**config.mk**
```make
export PLATFORM = sky130hd
export DESIGN_NAME = fetch_ctrl
export DESIGN_NICKNAME = d
export VERILOG_FILES = /design/src/rtl/fetch_ctrl.sv
export SDC_FILE = /design/constraint.sdc
export NUM_CORES = 1
export LEC_CHECK = 0
export CELL_PAD_IN_SITES_DETAIL_PLACEMENT = 0
export CELL_PAD_IN_SITES_GLOBAL_PLACEMENT = 2
export CORE_MARGIN = 2
export CORE_UTILIZATION = 28
export DETAILED_ROUTE_END_ITERATION = 12
export GPL_ROUTABILITY_DRIVEN = 0
export PLACE_DENSITY = 0.88
export SETUP_SLACK_MARGIN = 0.2
export SYNTH_ARGS = -nofsm -noshare
export SYNTH_HDL_FRONTEND = slang
export SYNTH_SLANG_ARGS = --single-unit
```
**constraint.sdc**
```tcl
create_clock -name clk -period 2.3 [get_ports clk]
set_clock_uncertainty 0.2 [all_clocks]
set_input_delay 0.23 -clock clk [delete_from_list [all_inputs] [get_ports clk]]
set_output_delay 0.23 -clock clk [all_outputs]
set_load 0.005 [all_outputs]
```
**src/rtl/fetch_ctrl.sv**
```systemverilog
// Fetch-stage control: turns pipeline and interrupt events into registered PC-source/increment controls.
// Optional FETCH_CTRL_PERF_EN adds a saturating stall_cnt output.
module fetch_ctrl #(
    parameter int         DRAIN_CYCLES = 3,
    parameter logic [3:0] RST_PLACE    = 4'b1000
) (
    input  logic       clk,
    input  logic       rst,
    input  logic       stall,
    input  logic       instr_is_32,
    input  logic       call_taken,
    input  logic       is_ret,
    input  logic       ret_valid,
    input  logic       exc_valid,
    input  logic [1:0] exc_code,
    input  logic       int_req,
    input  logic [2:0] int_index,
    output logic [3:0] pc_place,
    output logic [1:0] pc_select,
    output logic [2:0] index,
    output logic       enableBuf,
    output logic       flush,
    output logic       int_ack,
    output logic       busy
`ifdef FETCH_CTRL_PERF_EN
    ,
    output logic [31:0] stall_cnt
`endif
);

    typedef enum logic [2:0] {
        ST_RST_LOAD,
        ST_RUN,
        ST_RET_WAIT,
        ST_INT_DRAIN,
        ST_INT_VECTOR
    } state_t;

    localparam logic [3:0] DRAIN_LOAD  = 4'(DRAIN_CYCLES - 1);
    localparam logic [3:0] PLACE_INC   = 4'b0000;
    localparam logic [3:0] PLACE_EXC   = 4'b0001;
    localparam logic [3:0] PLACE_IVT   = 4'b0101;
    localparam logic [3:0] PLACE_RET   = 4'b0110;
    localparam logic [3:0] PLACE_CALL  = 4'b0111;
    localparam logic [1:0] SEL_HOLD    = 2'b00;
    localparam logic [1:0] SEL_PLUS2   = 2'b01;
    localparam logic [1:0] SEL_PLUS4   = 2'b10;

    state_t     state_q, state_d;
    logic [3:0] cnt_q, cnt_d;
    logic [2:0] index_q, index_d;
    logic       pend_q, pend_d;
    logic [1:0] pend_code_q, pend_code_d;
    logic [3:0] pc_place_q, pc_place_d;
    logic [1:0] pc_select_q, pc_select_d;
    logic       enbuf_q, enbuf_d;
    logic       flush_q, flush_d;
    logic       ack_q, ack_d;
    logic       busy_q, busy_d;
    logic [1:0] inc_sel;

    assign inc_sel = instr_is_32 ? SEL_PLUS4 : SEL_PLUS2;

    // Outputs are computed from the transition taken at this edge, so they
    // always describe the state being entered.
    always_comb begin
        state_d     = state_q;
        cnt_d       = cnt_q;
        index_d     = index_q;
        pend_d      = pend_q;
        pend_code_d = pend_code_q;
        pc_place_d  = PLACE_INC;
        pc_select_d = SEL_HOLD;
        enbuf_d     = 1'b0;
        flush_d     = 1'b0;
        ack_d       = 1'b0;

        // Exceptions outside RUN are parked and replayed once RUN resumes.
        if (state_q != ST_RUN && state_q != ST_RST_LOAD && exc_valid && !pend_q) begin
            pend_d      = 1'b1;
            pend_code_d = exc_code;
        end

        case (state_q)
            ST_RST_LOAD: begin
                state_d     = ST_RUN;
                pc_select_d = inc_sel;
                enbuf_d     = 1'b1;
            end
            ST_RUN: begin
                pc_select_d = inc_sel;
                enbuf_d     = 1'b1;
                if (pend_q) begin
                    pc_place_d  = PLACE_EXC + {2'b00, pend_code_q};
                    flush_d     = 1'b1;
                    pend_d      = exc_valid;
                    pend_code_d = exc_code;
                end else if (exc_valid) begin
                    pc_place_d = PLACE_EXC + {2'b00, exc_code};
                    flush_d    = 1'b1;
                end else if (call_taken) begin
                    pc_place_d = PLACE_CALL;
                    flush_d    = 1'b1;
                end else if (is_ret) begin
                    state_d     = ST_RET_WAIT;
                    pc_select_d = SEL_HOLD;
                    enbuf_d     = 1'b0;
                end else if (int_req) begin
                    state_d     = ST_INT_DRAIN;
                    index_d     = int_index;
                    cnt_d       = DRAIN_LOAD;
                    pc_select_d = SEL_HOLD;
                    enbuf_d     = 1'b0;
                end else if (stall) begin
                    pc_select_d = SEL_HOLD;
                    enbuf_d     = 1'b0;
                end
            end
            ST_RET_WAIT: begin
                if (ret_valid) begin
                    state_d    = ST_RUN;
                    pc_place_d = PLACE_RET;
                    flush_d    = 1'b1;
                    enbuf_d    = 1'b1;
                end
            end
            ST_INT_DRAIN: begin
                if (cnt_q == 4'd0) begin
                    state_d    = ST_INT_VECTOR;
                    pc_place_d = PLACE_IVT;
                    ack_d      = 1'b1;
                    flush_d    = 1'b1;
                    enbuf_d    = 1'b1;
                end else begin
                    cnt_d = cnt_q - 4'd1;
                end
            end
            ST_INT_VECTOR: begin
                // int_req is not sampled here: the source drops it in response
                // to int_ack, so only a level still high next cycle re-triggers.
                state_d     = ST_RUN;
                pc_select_d = inc_sel;
                enbuf_d     = 1'b1;
            end
            default: begin
                state_d = ST_RST_LOAD;
            end
        endcase

        busy_d = (state_d != ST_RUN);
    end

    always_ff @(posedge clk) begin
        if (rst) begin
            state_q     <= ST_RST_LOAD;
            cnt_q       <= 4'd0;
            index_q     <= 3'd0;
            pend_q      <= 1'b0;
            pend_code_q <= 2'd0;
            pc_place_q  <= RST_PLACE;
            pc_select_q <= SEL_HOLD;
            enbuf_q     <= 1'b0;
            flush_q     <= 1'b0;
            ack_q       <= 1'b0;
            busy_q      <= 1'b1;
        end else begin
            state_q     <= state_d;
            cnt_q       <= cnt_d;
            index_q     <= index_d;
            pend_q      <= pend_d;
            pend_code_q <= pend_code_d;
            pc_place_q  <= pc_place_d;
            pc_select_q <= pc_select_d;
            enbuf_q     <= enbuf_d;
            flush_q     <= flush_d;
            ack_q       <= ack_d;
            busy_q      <= busy_d;
        end
    end

    assign pc_place  = pc_place_q;
    assign pc_select = pc_select_q;
    assign index     = index_q;
    assign enableBuf = enbuf_q;
    assign flush     = flush_q;
    assign int_ack   = ack_q;
    assign busy      = busy_q;

`ifdef FETCH_CTRL_PERF_EN
    logic [31:0] stall_cnt_q;

    always_ff @(posedge clk) begin
        if (rst) begin
            stall_cnt_q <= 32'd0;
        end else if (state_q != ST_RST_LOAD && !enbuf_q && stall_cnt_q != 32'hFFFF_FFFF) begin
            stall_cnt_q <= stall_cnt_q + 32'd1;
        end
    end

    assign stall_cnt = stall_cnt_q;
`endif

endmodule

```
==> reports/metrics.cfg <==
[timing]
rsz0062_at_grt=no
finalMaxSlewViolations=0
fmax_mhz=549
period_share_pct=79.2
timing.final.ws_setup_ns=0.479
setup_violations=0
hold_violations=0
relSlewSlack_pct=61.9
worst_slew_pin_slew_ns=0.570
setup-tns-final_ns=0
hold_ws_ns=0.316
finalCriticalPeriod_ns=1.82

[floorplan]
core-area_mm2=0.00369
num_rows=22
ios=27
die_w_um=66.1
start_util_pct=29.2
dieHeight_um=66.1
dieArea_mm2=0.00436

[synthesis]
yosys.area.top_type=dfxtp_1
avgSynthCellArea_um2=8.91
syn-cell-area_mm2=0.00108
async_flop_share_pct=0
synth_cell_type_count=39
synthCells=121
yosys_most_used_dff=dfxtp_1
synth_edf_count=0
synth_fp_nets=139
yosysSeqAreaShare_pct=42.7
synth_seq_cells=23
synth.top_cell.area_share_pct=42.7
synthTopCellsByArea=dfxtp_1 43%, nor2_1 7.0%, mux2i_1 5.6%
synth_warnings=0

[grt]
grt_remaining_overflow=0
antenna_found_initial=0
grt_pass1_wl_um=3680
track_usage_pct=10.8
grt_pass1_vias=861
grt_max_degree=18

[clock_tree]
cts_tree=done
cts_buffers=3
clock_latency_ns=0.26
cts.sinks=23
clockRootBuffer=clkbuf_8
clk_path_buf_depth=2
post_cts_resized=0
h-tree-depth=1
post-cts-setup-buffers=0
holdBufCountCts=0
path_clk_slew_ns=0.08

[finish]
layout_common_cells=26 x clkdlybuf4s50_1, 23 x dfxtp_1, 20 x nor2_1
drive_above_1_share_pct=7.53
postLayoutCoreUtil_pct=38.3
final_common_cell=clkdlybuf4s50_1
diodes=0
instances_no_fill=194
area_growth_pct=31.1
fin_nets=165
design_area_mm2=0.00141

[min_path]
hp-class=register to register

[detailed_routing]
drcViolationCount=0
antenna_left=0
routedWlPerCell_um=11.5
drt-total-wl_um=2230
vias=899
vias_per_cell=4.63
drtPass1Iterations=4
drtIter0Drc=12

[placement]
placed_area_mm2=0.00137
dpl.cell_count=190
port_buffers=26
hpwl_um=1690
dp_slack_ns=0.203

[critical_path]
cp-start-kind=register
path_cells=inv_1, ha_1, or3b_4, and3_4, o21ai_0, o41ai_2
cp_data_arrival_time_ns=1.75
critPathRequiredTime_ns=2.23
crit_buf_inv=1
slowest_delay_ns=0.40
critPathKind=register to register
critPathMaxFanout=4
crit_family=simple AND/OR/NAND/NOR gates
worst_setup_path_end_kind=register
crit_path_top_delay_cell=or3b_4

[outcome]
status=complete, no violations

[power]
power.density_mw_per_mm2=547
power_uw=773
leakagePower_nw=0.551
ir_drop_uv=369

[flow_run]
cap_viol_max_count=0

[metal layers]
metal | vias up | track usage (%) | part of all wire [%]
li1 | 465 | - | -
met1 | 415 | 12.0 | 46
met2 | 19 | 20.3 | 48
met3 | 0 | 4.09 | 5.6
met4 | 0 | 0.765 | 0
met5 | - | 0 | 0
[worst reg2reg max path: cells and delay by family, from the launching register on]
kind | cells | cell delay [ns]
compound gates | 2 | 0.30
fa+ha+maj | 1 | 0.17
buf+inv | 1 | 0.09
flops | 1 | 0.34
simple gates | 2 | 0.61
[cell usage after synthesis (2+ instances only)]
master      n
nand3_1     4
mux2i_1     6
xor2_1      2
buf_6       2
and3_1      3
dfxtp_1    23
nor3_1      4
ha_1        4
clkbuf_1    2
inv_1       6
nor2_1     20
nor2b_1     2
nand4_1     2
o21ai_0     3
a2bb2oi_1   2
nand2_1     5
a21oi_1     7
buf_2       3
[worst paths after layout]
path,from,end,slack (ns),cells past startpoint
setup reg to reg,cnt_q[0]$_SDFFE_PP0P_,cnt_q[1]$_SDFFE_PP0P_,0.48,6
hold / removal,pend_code_q[1]$_SDFF_PP0_,pend_code_q[1]$_SDFF_PP0_,0.32,2
hold reg to reg,pend_code_q[1]$_SDFF_PP0_,pend_code_q[1]$_SDFF_PP0_,0.32,2
setup / recovery,cnt_q[0]$_SDFFE_PP0P_,cnt_q[1]$_SDFFE_PP0P_,0.48,6
[cell type report]
class	instances	area, um2
clock buffer	4	45.0
fill	392	2270
inverter	6	22.5
multi-input combinational	84	543
sequential	23	460
tap	48	60.1
timing repair buffer	29	283
[state kept, by name (all words and copies together) (netlist names)]
register     flops
int_ack          1
enableBuf        1
flush            1
pend_q           1
busy             1
pend_code_q      2
cnt_q            4
state_q          3
pc_select        2
index            3
pc_place         4
[cell families after synthesis]
logic type,after synthesis,share of synthesized area [%]
AOI/OAI and AO/OA,22,14.0
xor gates and xnor gates,3,2.44
adders and majority gates,5,5.57
buffers and inverters,14,6.96
DFF,23,42.7
muxes,6,5.57
and+or+nand+nor,48,22.7
[where the power goes]
part	switching (mW)	internal [mW]
Clock	0.119	0.123
Combinational	0.0503	0.0635
Sequential	0.00597	0.412
Total	0.175	0.599
(Power assumes the default switching activity.)
==> patch 1: new RTL, same settings <==
The option `FETCH_CTRL_PERF_EN` is turned on by a define.
--- a/src/rtl/fetch_ctrl.sv
+++ b/src/rtl/fetch_ctrl.sv
@@ -2,2 +2,4 @@
 // Optional FETCH_CTRL_PERF_EN adds a saturating stall_cnt output.
+`define FETCH_CTRL_PERF_EN
+
 module fetch_ctrl #(
Function (old outputs only; new: stall_cnt): kept (equiv_simple and equiv_induct, registers matched by name and starting in step).
==> patch 1 against the original RTL <==
Routed wire length increased to 3.2 times the old value. Worst setup slack got worse by 0.32 ns. Sequential cell count increased by 32. Largest power group unchanged. Global-route usage increased by 2.8 points. Count of clock-buffer cells in the layout increased by 1. Power increased by 130%. Area after synthesis increased by 150%. Non-clock buffer count increased by 65. Critical path type unchanged. Final area increased to 2.7 times the old value. Sequential share of layout area decreased by 2.7 points. Hold slack got worse by 0.16 ns.
==> patch 1: results (changes against the original RTL) <==
status completed; HPWL after detailed placement 5060 µm (+200%); vias after detailed routing 2598 (+190%); largest cells by area after synthesis dfxtp_1, a21oi_1, o21ai_0; Post-Synthesis Net Count 336 (+140%); dpl cell area 3550 µm² (+160%); most instantiated cells after synthesis dfxtp_1, a21oi_1, o21ai_0; Peak VDD IR 270 µV (-27%); CP Max Fanout 5 (+1); All-Layer GR Usage 13.7% (+2.8 points); largest net degree at the start of global routing 33 (+15); total CTS buffers 5 (+2); Rel. slew slack 58.0% (-3.8 points); drt total wl 7100 µm (+220%); fillers 957 (+140%); ratio of cells with drive above 1 in the final layout 19.7% (+12 points); Worst-path clk slew 0.11 ns (+0.03 ns); vias in the first global route 2429 (+180%); hold crit path type primary input to flip-flop; final net count 419 (+150%); sequential share of the synthesized area 41.2% (-1.5 points); Crit path arrival time 2.19 ns (+0.44 ns); CTS H-tree depth 2 (+1); global-route wire length before repair 11400 µm (+210%); Worst path max stage delay 0.57 ns (+0.17 ns); synth unique cells 48 (+23%); slowest stage cell on the critical path or4_4
-- patch 1: path summary, 6_finish.rpt --
| check | start | endpoint | slack, ns | cells after the start |
|---|---|---|---|---|
| worst max-delay path | stall_cnt[7] | stall_cnt[26] | 0.16 | 5 |
| worst min-delay path | rst | pc_place[3] | 0.15 | 1 |
| worst max register to register | stall_cnt[7] | stall_cnt[26] | 0.16 | 5 |
| worst min register to register | index[1] | index[1] | 0.27 | 2 |
-- patch 1: kinds of logic (layout without fill, tap and decap cells) --
family	after synthesis	in the layout	synth area share, %
AND/OR/NAND/NOR	139	139	28.9
buffers and inverters	26	110	4.59
adder cells (fa/ha/maj)	5	5	2.34
multiplexers	5	5	1.87
AO/OA/AOI/OAI	78	78	18.1
XOR/XNOR	9	9	2.95
flip-flops	55	55	41.2
-- patch 1: metrics by stage --
stage / setup WS [ns] / std cells / utilization (%) / hold slack, ns
after floorplan: 0.107 / 317 / - / 0.0577
after global placement: 0.125 / 509 / 38.5 / 0.246
after detailed placement: 0.0689 / 509 / 38.5 / 0.251
after CTS: 0.154 / 525 / 40.2 / 0.152
after global routing: 0.0652 / 530 / 41.2 / 0.171
final: 0.162 / 530 / 41.2 / 0.155
-- patch 1: worst max-delay path: cells and delay by family (launching register included) --
family / cells / cell delay [ns]
AND/OR/NAND/NOR: 3 / 0.99
AO/OA/AOI/OAI: 2 / 0.51
flip-flops: 1 / 0.38
-- patch 1: repair_timing --
item	in CTS	in global routing
buffers inserted	8	3
gates cloned	0	2
resized for setup	4	15
pin swaps	0	3
setup endpoints to repair	23	25
-- patch 1: per-layer routing --
layer | GRT usage [%] | vias up | wire [µm]
li1 | - | 1339 | -
met1 | 17.1 | 1205 | 3190
met2 | 23.6 | 49 | 3520
met3 | 3.24 | 5 | 333
met4 | 3.33 | 0 | 56
met5 | 0 | - | 0
-- patch 1: final cells by class --
cell class / count / area share, %
clock buffer: 5 / 1.81
tap: 129 / 4.24
clock inverter: 3 / 0.691
timing repair buffer: 94 / 22.5
multi-input combinational: 236 / 40.0
sequential: 55 / 29.9
inverter: 8 / 0.790
-- patch 1: where the power goes --
part / leakage [nW] / internal, W / total, W / switching, W
clock network: 0.0495 / 0.000227 / 0.000587 / 0.000360
logic: 0.788 / 0.0000967 / 0.000194 / 0.0000973
registers: 0.455 / 0.000963 / 0.000973 / 0.00000971
==> patch 2: new RTL, config.mk and constraints unchanged <==
Made on the original files. The 5 states of `state_t` get a one-hot encoding in 5 bits.
--- a/src/rtl/fetch_ctrl.sv
+++ b/src/rtl/fetch_ctrl.sv
@@ -30,8 +30,8 @@
 
-    typedef enum logic [2:0] {
-        ST_RST_LOAD,
-        ST_RUN,
-        ST_RET_WAIT,
-        ST_INT_DRAIN,
-        ST_INT_VECTOR
+    typedef enum logic [4:0] {
+        ST_RST_LOAD   = 5'b00001,
+        ST_RUN        = 5'b00010,
+        ST_RET_WAIT   = 5'b00100,
+        ST_INT_DRAIN  = 5'b01000,
+        ST_INT_VECTOR = 5'b10000
     } state_t;
Check against the original RTL: same outputs for any inputs over 10 cycles, from zero or initial values and one cycle with rst high; not proved beyond that.
==> patch 2 against the original RTL <==
Worst setup slack got worse by 0.30 ns. Sequential cell count rose by 2. Non-clock buffer count rose by 12. Via count increased by 33%. Die area up 20%. Final area up 25%. Largest cell class unchanged. Sequential share of layout area fell by 3.9 points. Area after synthesis is 21% higher. Hold slack worse by 0.034 ns. Maximum frequency decreased by 14%. Routed wire length grew 54%.
Power is not compared: it rests on default switching activity, and its combinational part moved more than twofold at a synthesized area within 25%.
==> patch 2: results (changes against the original RTL) <==
status completed; final net count 196 (+19%); CP Max Fanout 3 (-1); All-Layer GR Usage 13.9% (+3.0 points); most instantiated cells after synthesis dfxtp_1, nor2_1, clkbuf_1, nand2b_1, a21oi_1; largest register by flop count state_q; placed insts 225 (+18%); Worst Min Path Start cnt_q[3]; HPWL after detailed placement 2580 µm (+53%); Root Driver clkbuf_8; DR WL/cell 15.0 µm (+31%); vias after detailed routing 1199 (+33%); Worst path max stage delay 0.55 ns (+0.15 ns); max reg flops 5; Critical Path Sink Type flip-flop; vias per cell 5.24 (+13%); Place WS -0.0575 ns (-0.261 ns); DRT Pass-1 Iters 4 (unchanged); Post-Synthesis Net Count 163 (+17%); ratio of cells with drive above 1 in the final layout 19.8% (+12 points); Worst Setup SP state_q[2]; Critical R2R Capture cnt_q[3]; Pleak between 0.6 and 0.7 nW; number of DRC markers in iteration 0 73 (+61); initial antenna violation count 0 (unchanged); Rel. slew slack 67.2% (+5.3 points); sequential share of the synthesized area 38.3% (-4.4 points); I/O Buffers 26 (unchanged); CP top delay family simple AND/OR/NAND/NOR gates; reg2reg setup slack 0.18 ns (-0.30 ns); worst skew pair latency around 0.27 ns; synth unique cells 46 (+18%); largest cells by area after synthesis dfxtp_1, mux2i_1, nand2b_1; vias in the first global route 1158 (+34%); worst reg2reg path depth 4 (-2); Synth Area per Inst 9.02 µm² (+1.2%); global-route wire length before repair 5470 µm (+49%); slowest stage cell on the critical path or4b_4; fillers 442 (+13%); warnings from Yosys 0 (unchanged); Crit path arrival time 2.13 ns (+0.38 ns); post-route minimum period 2.12 ns (+0.297 ns)
-- patch 2: changes by cell type after synthesis, sizes merged, moves of 3 or more --
cell	unedited run	this run
nor2	20	11
nand2b	1	9
clkbuf	2	9
a31oi	1	4
and3	4	1
nor4	0	3
or4b	0	3
-- patch 2: final cells by class --
type                            count  area share [%]
Multi-Input combinational cell    102            42.7
Sequential cell                    25            28.7
Timing Repair Buffer               41            21.1
Tap cell                           52            3.69
Clock buffer                        3            2.34
Inverter                            5            1.06
Clock inverter                      1           0.425
-- patch 2: metal layers --
layer | part of all wire, % | track usage (%)
met2 | 47 | 23.0
met3 | 4.3 | 3.75
met4 | 1.7 | 6.29
met1 | 47 | 16.6
met5 | 0 | 0
-- patch 2: worst min-delay path by stage --
stage,slack [ns],cells past startpoint,endpoint
after global placement,0.25,2,cnt_q[3]
after detailed placement,0.28,2,cnt_q[3]
after floorplan,0.06,0,pc_place[3]
after global routing,0.32,2,pc_select[0]
final,0.28,2,cnt_q[3]
after CTS,0.29,2,cnt_q[3]
-- patch 2: power breakdown --
group	switching, W	total, W	internal (W)
Sequential	0.0000420	0.000528	0.000486
Combinational	0.000203	0.000415	0.000212
Clock	0.000151	0.000274	0.000123
Total	0.000396	0.00122	0.000821
-- patch 2: repair_timing --
action                     in CTS  in global routing
gates resized for setup         2                 10
setup endpoints to repair       2                  7
hold endpoints to repair        0                  0
-- patch 2: worst reg2reg max path, delay by kind of cell (launching register included) --
| family | cells | cell delay (ns) |
|---|---|---|
| flops | 1 | 0.33 |
| simple gates | 2 | 0.97 |
| compound gates | 1 | 0.35 |
| mux | 1 | 0.21 |
-- patch 2: kinds of logic (layout without fill, tap and decap cells) --
| logic type | Yosys count | count (layout) | synth area share [%] |
|---|---|---|---|
| AOI/OAI and AO/OA | 32 | 32 | 18.5 |
| DFF | 25 | 25 | 38.3 |
| adders and majority gates | 4 | 4 | 3.83 |
| xor gates and xnor gates | 3 | 3 | 2.01 |
| buffers and inverters | 18 | 50 | 6.51 |
| muxes | 7 | 7 | 5.36 |
| and+or+nand+nor | 56 | 56 | 25.6 |
-- patch 2: stage by stage --
step           utilization, %  hold slack (ns)  area (µm²)  power, W
6_report                 40.0            0.282        1770   0.00122
5_1_grt                  40.0            0.321        1770   0.00130
4_1_cts                  39.2            0.290        1730   0.00122
3_5_place_dp             38.0            0.277        1680  0.000940
3_3_place_gp             38.0            0.254        1680  0.000929
2_1_floorplan               -           0.0577        1310  0.000788
